==> src/rtl/xbar_out_stage_if.sv <==
// rtl/xbar_out_stage_if.sv - allocator-to-crossbar bundle: ranked flits and grants in, link data and stats out
interface xbar_out_stage_if #(
  parameter int NUM_PORT = 5,
  parameter int FLIT_W   = 64,
  parameter int CNT_W    = 16
);
  logic [NUM_PORT*FLIT_W-1:0]   flit_in;
  logic [NUM_PORT-1:0]          valid_in;
  logic [NUM_PORT*NUM_PORT-1:0] alloc_in;
  logic [NUM_PORT*NUM_PORT-1:0] prod_in;
  logic                         stat_clr;
  logic [NUM_PORT*FLIT_W-1:0]   flit_out;
  logic [NUM_PORT-1:0]          valid_out;
  logic [NUM_PORT*CNT_W-1:0]    defl_cnt;
  logic                         conflict_err;

  modport master (
    output flit_in, valid_in, alloc_in, prod_in, stat_clr,
    input  flit_out, valid_out, defl_cnt, conflict_err
  );

  modport slave (
    input  flit_in, valid_in, alloc_in, prod_in, stat_clr,
    output flit_out, valid_out, defl_cnt, conflict_err
  );
endinterface

==> src/rtl/xbar_out_stage.sv <==
// rtl/xbar_out_stage.sv - deflection-router output crossbar with hop increment, deflection stats and sticky conflict flag
module xbar_out_stage #(
  parameter int NUM_PORT = 5,
  parameter int FLIT_W   = 64,
  parameter int HOP_LSB  = 48,
  parameter int HOP_W    = 8,
  parameter int CNT_W    = 16
) (
  input  logic            clk,
  input  logic            reset_n,
  xbar_out_stage_if.slave bus
);

  logic [NUM_PORT*FLIT_W-1:0] flit_q, flit_d;
  logic [NUM_PORT-1:0]        valid_q, valid_d;
  logic [NUM_PORT*CNT_W-1:0]  cnt_q, cnt_d;
  logic                       err_q, err_d;

  always_comb begin
    logic [NUM_PORT-1:0]               part;
    logic [NUM_PORT-1:0]               drop;
    logic [NUM_PORT-1:0]               grant;
    logic [NUM_PORT-1:0][NUM_PORT-1:0] route;
    logic [NUM_PORT-1:0][FLIT_W-1:0]   bumped;
    logic [HOP_W-1:0]                  hop;
    logic [CNT_W-1:0]                  cnt;
    logic                              found;
    logic                              taken;
    part    = '0;
    drop    = '0;
    grant   = '0;
    route   = '0;
    bumped  = '0;
    hop     = '0;
    cnt     = '0;
    found   = 1'b0;
    taken   = 1'b0;
    flit_d  = '0;
    valid_d = '0;
    cnt_d   = cnt_q;
    err_d   = err_q;

    // Qualify each slot, reduce its grant to the lowest set bit, and pre-compute the hop-bumped flit.
    for (int i = 0; i < NUM_PORT; i++) begin
      grant   = bus.alloc_in[i*NUM_PORT +: NUM_PORT];
      part[i] = bus.valid_in[i] && (grant != '0);
      if (bus.valid_in[i] && (grant == '0)) err_d = 1'b1;
      found = 1'b0;
      for (int b = 0; b < NUM_PORT; b++) begin
        if (grant[b]) begin
          if (found) begin
            if (bus.valid_in[i]) err_d = 1'b1;
          end else begin
            route[i][b] = 1'b1;
            found       = 1'b1;
          end
        end
      end
      bumped[i] = bus.flit_in[i*FLIT_W +: FLIT_W];
      hop       = bumped[i][HOP_LSB +: HOP_W];
      if (hop != '1) bumped[i][HOP_LSB +: HOP_W] = hop + HOP_W'(1);
    end

    // Lowest-index claimant of a port wins; later claimants are dropped.
    for (int p = 0; p < NUM_PORT; p++) begin
      taken = 1'b0;
      for (int i = 0; i < NUM_PORT; i++) begin
        if (part[i] && route[i][p]) begin
          if (taken) begin
            drop[i] = 1'b1;
            err_d   = 1'b1;
          end else begin
            taken                        = 1'b1;
            valid_d[p]                   = 1'b1;
            flit_d[p*FLIT_W +: FLIT_W]   = bumped[i];
          end
        end
      end
    end

    for (int i = 0; i < NUM_PORT; i++) begin
      cnt = cnt_q[i*CNT_W +: CNT_W];
      if (bus.stat_clr) begin
        cnt = '0;
      end else if (part[i] && !drop[i] && cnt != '1 &&
                   ((bus.alloc_in[i*NUM_PORT +: NUM_PORT] &
                     bus.prod_in[i*NUM_PORT +: NUM_PORT]) == '0)) begin
        cnt = cnt + CNT_W'(1);
      end
      cnt_d[i*CNT_W +: CNT_W] = cnt;
    end
  end

  always_ff @(posedge clk or negedge reset_n) begin
    if (!reset_n) begin
      flit_q  <= '0;
      valid_q <= '0;
      cnt_q   <= '0;
      err_q   <= 1'b0;
    end else begin
      flit_q  <= flit_d;
      valid_q <= valid_d;
      cnt_q   <= cnt_d;
      err_q   <= err_d;
    end
  end

  assign bus.flit_out     = flit_q;
  assign bus.valid_out    = valid_q;
  assign bus.defl_cnt     = cnt_q;
  assign bus.conflict_err = err_q;

endmodule

==> src/flat_wrapper.sv <==
// flat-port wrapper written by rule: the top's interface ports become plain ports
module xbar_out_stage_flat 
#(
  parameter int NUM_PORT = 5,
  parameter int FLIT_W   = 64,
  parameter int HOP_LSB  = 48,
  parameter int HOP_W    = 8,
  parameter int CNT_W    = 16
)
  (clk, reset_n, bus_flit_in, bus_valid_in, bus_alloc_in, bus_prod_in, bus_stat_clr, bus_flit_out, bus_valid_out, bus_defl_cnt, bus_conflict_err);
  xbar_out_stage_if #(.NUM_PORT(NUM_PORT), .FLIT_W(FLIT_W), .CNT_W(CNT_W)) bus_i ();
  input  logic clk;
  input  logic reset_n;
  input wire logic [$bits(bus_i.flit_in)-1:0] bus_flit_in;
  input wire logic [$bits(bus_i.valid_in)-1:0] bus_valid_in;
  input wire logic [$bits(bus_i.alloc_in)-1:0] bus_alloc_in;
  input wire logic [$bits(bus_i.prod_in)-1:0] bus_prod_in;
  input wire logic [$bits(bus_i.stat_clr)-1:0] bus_stat_clr;
  output wire logic [$bits(bus_i.flit_out)-1:0] bus_flit_out;
  output wire logic [$bits(bus_i.valid_out)-1:0] bus_valid_out;
  output wire logic [$bits(bus_i.defl_cnt)-1:0] bus_defl_cnt;
  output wire logic [$bits(bus_i.conflict_err)-1:0] bus_conflict_err;
  assign bus_i.flit_in = bus_flit_in;
  assign bus_i.valid_in = bus_valid_in;
  assign bus_i.alloc_in = bus_alloc_in;
  assign bus_i.prod_in = bus_prod_in;
  assign bus_i.stat_clr = bus_stat_clr;
  assign bus_flit_out = bus_i.flit_out;
  assign bus_valid_out = bus_i.valid_out;
  assign bus_defl_cnt = bus_i.defl_cnt;
  assign bus_conflict_err = bus_i.conflict_err;
  xbar_out_stage #(.NUM_PORT(NUM_PORT), .FLIT_W(FLIT_W), .HOP_LSB(HOP_LSB), .HOP_W(HOP_W), .CNT_W(CNT_W)) u_core (.clk(clk), .reset_n(reset_n), .bus(bus_i));
endmodule
==> config.mk <==
export PLATFORM = sky130hd
export DESIGN_NAME = xbar_out_stage_flat
export DESIGN_NICKNAME = d
export VERILOG_FILES = /design/src/rtl/xbar_out_stage_if.sv /design/src/rtl/xbar_out_stage.sv /design/src/flat_wrapper.sv
export SDC_FILE = /design/constraint.sdc
export NUM_CORES = 1
export LEC_CHECK = 0
export ABC_CLOCK_PERIOD_IN_PS = 2100
export BUFFER_PORTS_ARGS = -buffer_cell sky130_fd_sc_hd__buf_2
export CAP_MARGIN = 20
export CELL_PAD_IN_SITES_DETAIL_PLACEMENT = 0
export CELL_PAD_IN_SITES_GLOBAL_PLACEMENT = 1
export CORE_MARGIN = 2
export CORE_UTILIZATION = 26
export CTS_CLUSTER_DIAMETER = 40
export DETAILED_ROUTE_END_ITERATION = 8
export PLACE_DENSITY_LB_ADDON = 0.1
export SETUP_SLACK_MARGIN = 0.15
export SLEW_MARGIN = 40
export SYNTH_ARGS = -nofsm -noshare
export SYNTH_HDL_FRONTEND = slang
export SYNTH_SLANG_ARGS = --single-unit
==> constraint.sdc <==
create_clock -name clk -period 2.1 [get_ports clk]
set_clock_uncertainty 0.1 [all_clocks]
set_input_delay 0.21 -clock clk [delete_from_list [all_inputs] [get_ports clk]]
set_output_delay 0.21 -clock clk [all_outputs]
set_load 0.05 [all_outputs]
==> key figures <==
Status
  • Outcome: complete, but fails checks
  • Failing checks: negative setup slack

Routing
  • WL per Instance: 29.7 um
  • Drc violations: 0
  • Vias: 31500
  • Wirelength, routed: 160 mm
  • DR pass1 iterations: 6
  • Initial DRC Count: 3596
  • Vias/cell: 5.85
  • Antenna-violating nets left: 0

Global routing
  • Total congestion overflow: 0
  • Global-route wire length before repair: 226 mm
  • Vias in the first global route: 32200
  • Pin count of the biggest net entering global routing: 49
  • Initial antenna violation count: 20
  • GRT Overall Usage: 32.9%

Final layout
  • Fillers: 8516
  • Fraction of layout cells with a size suffix above 1: 40.0%
  • Nets@finish: 4502
  • Finished Core Util: 45.9%
  • Area grow syn2layout: 74.2%
  • Final Non-Filler Cells: 5379

Clocking
  • TritonCTS clock tree: built
  • Worst-case clock buffer depth: 3
  • Clk_lat worst skew: 0.67 ns
  • H-tree levels: 3
  • CTS clk-pin slew, worst paths: 0.05 ns
  • CTS Buf Count: 100
  • Clk root buf: clkbuf_16
  • Clock sink count: 406

Timing
  • Fin crit share: 109%
  • Slew Viols, Final: 0
  • # setup viols final: 33
  • Slew at the pin closest to its max-slew limit: 0.803 ns
  • Unrepaired setup endpoints after global routing: true
  • Final critical-path required period: 2.28 ns
  • Fin worst setup slack: -0.185 ns
  • Worst rel slew slack: 46.5%
  • Final Hold Vio Count: 0
  • Final TNS setup: -2.53 ns
  • WHS: 0.0411 ns
  • FMAX: 438 MHz

Worst setup path
  • CP max stage cell: or4_4
  • CP bufs+invs: 2
  • Crit-path max cell delay: 0.46 ns
  • Crit Path Max Fanout: 7
  • CP delay by family, top: simple AND/OR/NAND/NOR gates
  • Type of the worst setup path: flip-flop to flip-flop
  • Critical path's most frequent cell: or3_4
  • Setup crit end kind: flip-flop
  • Crit start category: flip-flop
  • WP data required: 2.60 ns
  • Cell Chain, Critical Path: ha_2, nand2_2, or3_4, o211ai_1, or4_4, buf_8, buf_6, or3_4, a21oi_2
  • Critical Path AT: 2.78 ns

Placement
  • GPL Wtd Cong: 0.916
  • HPWL Detailed: 110 mm
  • Placed cell count: 4779
  • I/O Buffers: 783

Pwr
  • Lkg Pwr: 18.3 nW
  • Pint: 20.7 mW
  • Max VDD drop: 0.680 mV
  • Comb power frac: 21.5%
  • Clock Power Share: 50.9%
  • Flop pwr share: 27.6%
  • Switching share of power: 33.4%
  • Sw Pwr: 10.4 mW
  • Pwr dens: 764 nW/um^2

Synthesis
  • Cell with the most instances after synthesis: dfrtp_1
  • Ys async rst share: 100%
  • Syn_nets: 3024
  • Post-Syn Instances: 2636
  • Netlist cell types: 60
  • Synth Area per Inst: 8.87 um^2
  • Ys flop type: dfrtp_1
  • Yosys warns: 0
  • Dominant cells by area after synthesis: dfrtp_1 (43%), a221oi_1 (11%), a22oi_1 (9.3%)
  • Synth area leader: dfrtp_1
  • Sequential fraction of the synthesis area: 43.5%
  • #FFs+latches synth: 406
  • Cell Area, Synth: 23400 um^2
  • Commonest cells post-synth: dfrtp_1 (406), nor2_1 (362), o21ai_0 (337)
  • EDFF count, synth: 0
  • Post-synth top area share: 43.5%

Floorplanning
  • Die height: 304 um
  • Die Wd: 304 um
  • Initial Util: 26.3%
  • Top Ports: 784
  • # rows: 109
  • Die Area: 92300 um^2
  • Core region area: 88800 um^2

Run
  • Max Cap Violations: 0

Min path
  • Hold Crit Class: primary input to flip-flop
sequential cells by signal, indices dropped and copies added, names as in the netlist:
signal and flops:
u_core.bus.flit_out 320, u_core.bus.defl_cnt 80, u_core.bus.valid_out 5, u_core.bus.conflict_err 1
cell usage in the layout, fill, tap and decap left out, types with 11 or more instances in the layout:
cell | synthesis | layout
and3_1 | 24 | 21
clkinvlp_4 | 0 | 22
buf_12 | 0 | 82
xnor2_1 | 12 | 11
dfrtp_1 | 406 | 363
a22oi_1 | 288 | 288
clkinv_4 | 0 | 12
a221oi_1 | 286 | 286
buf_2 | 3 | 778
o21ai_0 | 337 | 315
o221ai_1 | 19 | 19
o31ai_1 | 22 | 17
mux2i_1 | 20 | 20
or4_4 | 0 | 16
diode_2 | 0 | 14
nand3_1 | 57 | 53
nand2_1 | 91 | 82
a21oi_1 | 90 | 65
clkinv_2 | 0 | 16
buf_6 | 0 | 23
a21oi_2 | 0 | 24
nor2b_1 | 16 | 14
o21ai_1 | 0 | 16
or3_1 | 33 | 24
dfrtp_2 | 0 | 43
nand2b_1 | 11 | 11
o22ai_1 | 48 | 47
nor3_1 | 23 | 16
nand3b_1 | 13 | 13
dlygate4sd3_1 | 0 | 327
clkbuf_16 | 0 | 107
nor2_1 | 362 | 351
buf_4 | 0 | 396
nand4_1 | 37 | 37
inv_1 | 13 | 13
metal layers:
metal	up-vias	global-route usage (%)	wire, um
met5	-	0	102
li1	13400	-	-
met1	15600	40.8	62700
met2	2039	54.2	75600
met4	14	16.3	7940
met3	452	7.07	13500
worst register-to-register path, cell delays in order, from the launching register on:
cell and delay, ns:
dfrtp_1 0.39, ha_2 0.21, nand2_2 0.07, or3_4 0.12, o211ai_1 0.12, or4_4 0.46
buf_8 0.16, buf_6 0.13, or3_4 0.32, a21oi_2 0.13
repair_timing:
item                                    4_1_cts  5_1_grt
setup buffers                                23       37
pin swaps                                    57       29
endpoints found under the setup margin      138      184
gates cloned                                  4        6
gates resized for setup                      82       81
hold endpoints to repair                    611        0
hold buffers                                350        0
logic make-up after synthesis:
logic type / count (synthesis) / synth area share, %
and+or+nand+nor: 760 / 15.8
muxes: 28 / 1.24
AOI/OAI and AO/OA: 1152 / 34.0
adders and majority gates: 10 / 0.535
DFF: 406 / 43.5
xor gates and xnor gates: 20 / 0.750
buffers and inverters: 260 / 4.19
metrics by stage:
stage	area, um^2	worst slack, ns	power [mW]
2_1_floorplan	23800	-0.516	11.5
3_3_place_gp	32500	-0.863	14.5
3_5_place_dp	32500	-0.720	14.5
4_1_cts	40100	-0.158	31.2
5_1_grt	40700	-0.278	32.1
6_report	40700	-0.185	31.1
path summary, 6_finish.rpt:
| check | to | start | cells past startpoint | slack (ns) |
|---|---|---|---|---|
| min reg2reg | u_core.bus.defl_cnt[53] | u_core.bus.defl_cnt[53] | 2 | 0.50 |
| max | u_core.bus.defl_cnt[70] | u_core.bus.defl_cnt[65] | 9 | -0.18 |
| min | u_core.bus.flit_out[113] | bus_flit_in[49] | 4 | 0.04 |
| max reg2reg | u_core.bus.defl_cnt[70] | u_core.bus.defl_cnt[65] | 9 | -0.18 |
| max in group asynchronous | u_core.bus.flit_out[263] | reset_n | 5 | 0.66 |
| min in group asynchronous | u_core.bus.flit_out[283] | reset_n | 3 | 0.48 |
power groups by stage:
stage	clock network, mW	logic, mW	registers [mW]
floorplan	0	1.22	10.3
detailed placement	0	5.81	8.69
finish	15.8	6.69	8.58
CTS	16.1	6.55	8.58
global placement	0	5.78	8.70
global route	16.5	6.97	8.60
cell type report:
type / instances / area, um^2 / share of cell area (%)
clock inverters: 74 / 787 / 1.93
clock buffers: 114 / 2670 / 6.55
diodes: 14 / 35.0 / 0.0860
multi-input cells: 1970 / 13100 / 32.2
flip-flops and latches: 406 / 10200 / 25.1
well taps: 1165 / 1460 / 3.58
inverters: 13 / 48.8 / 0.120
repair buffers: 1623 / 12400 / 30.5
No activity file was read; power rests on OpenSTA's default activity.
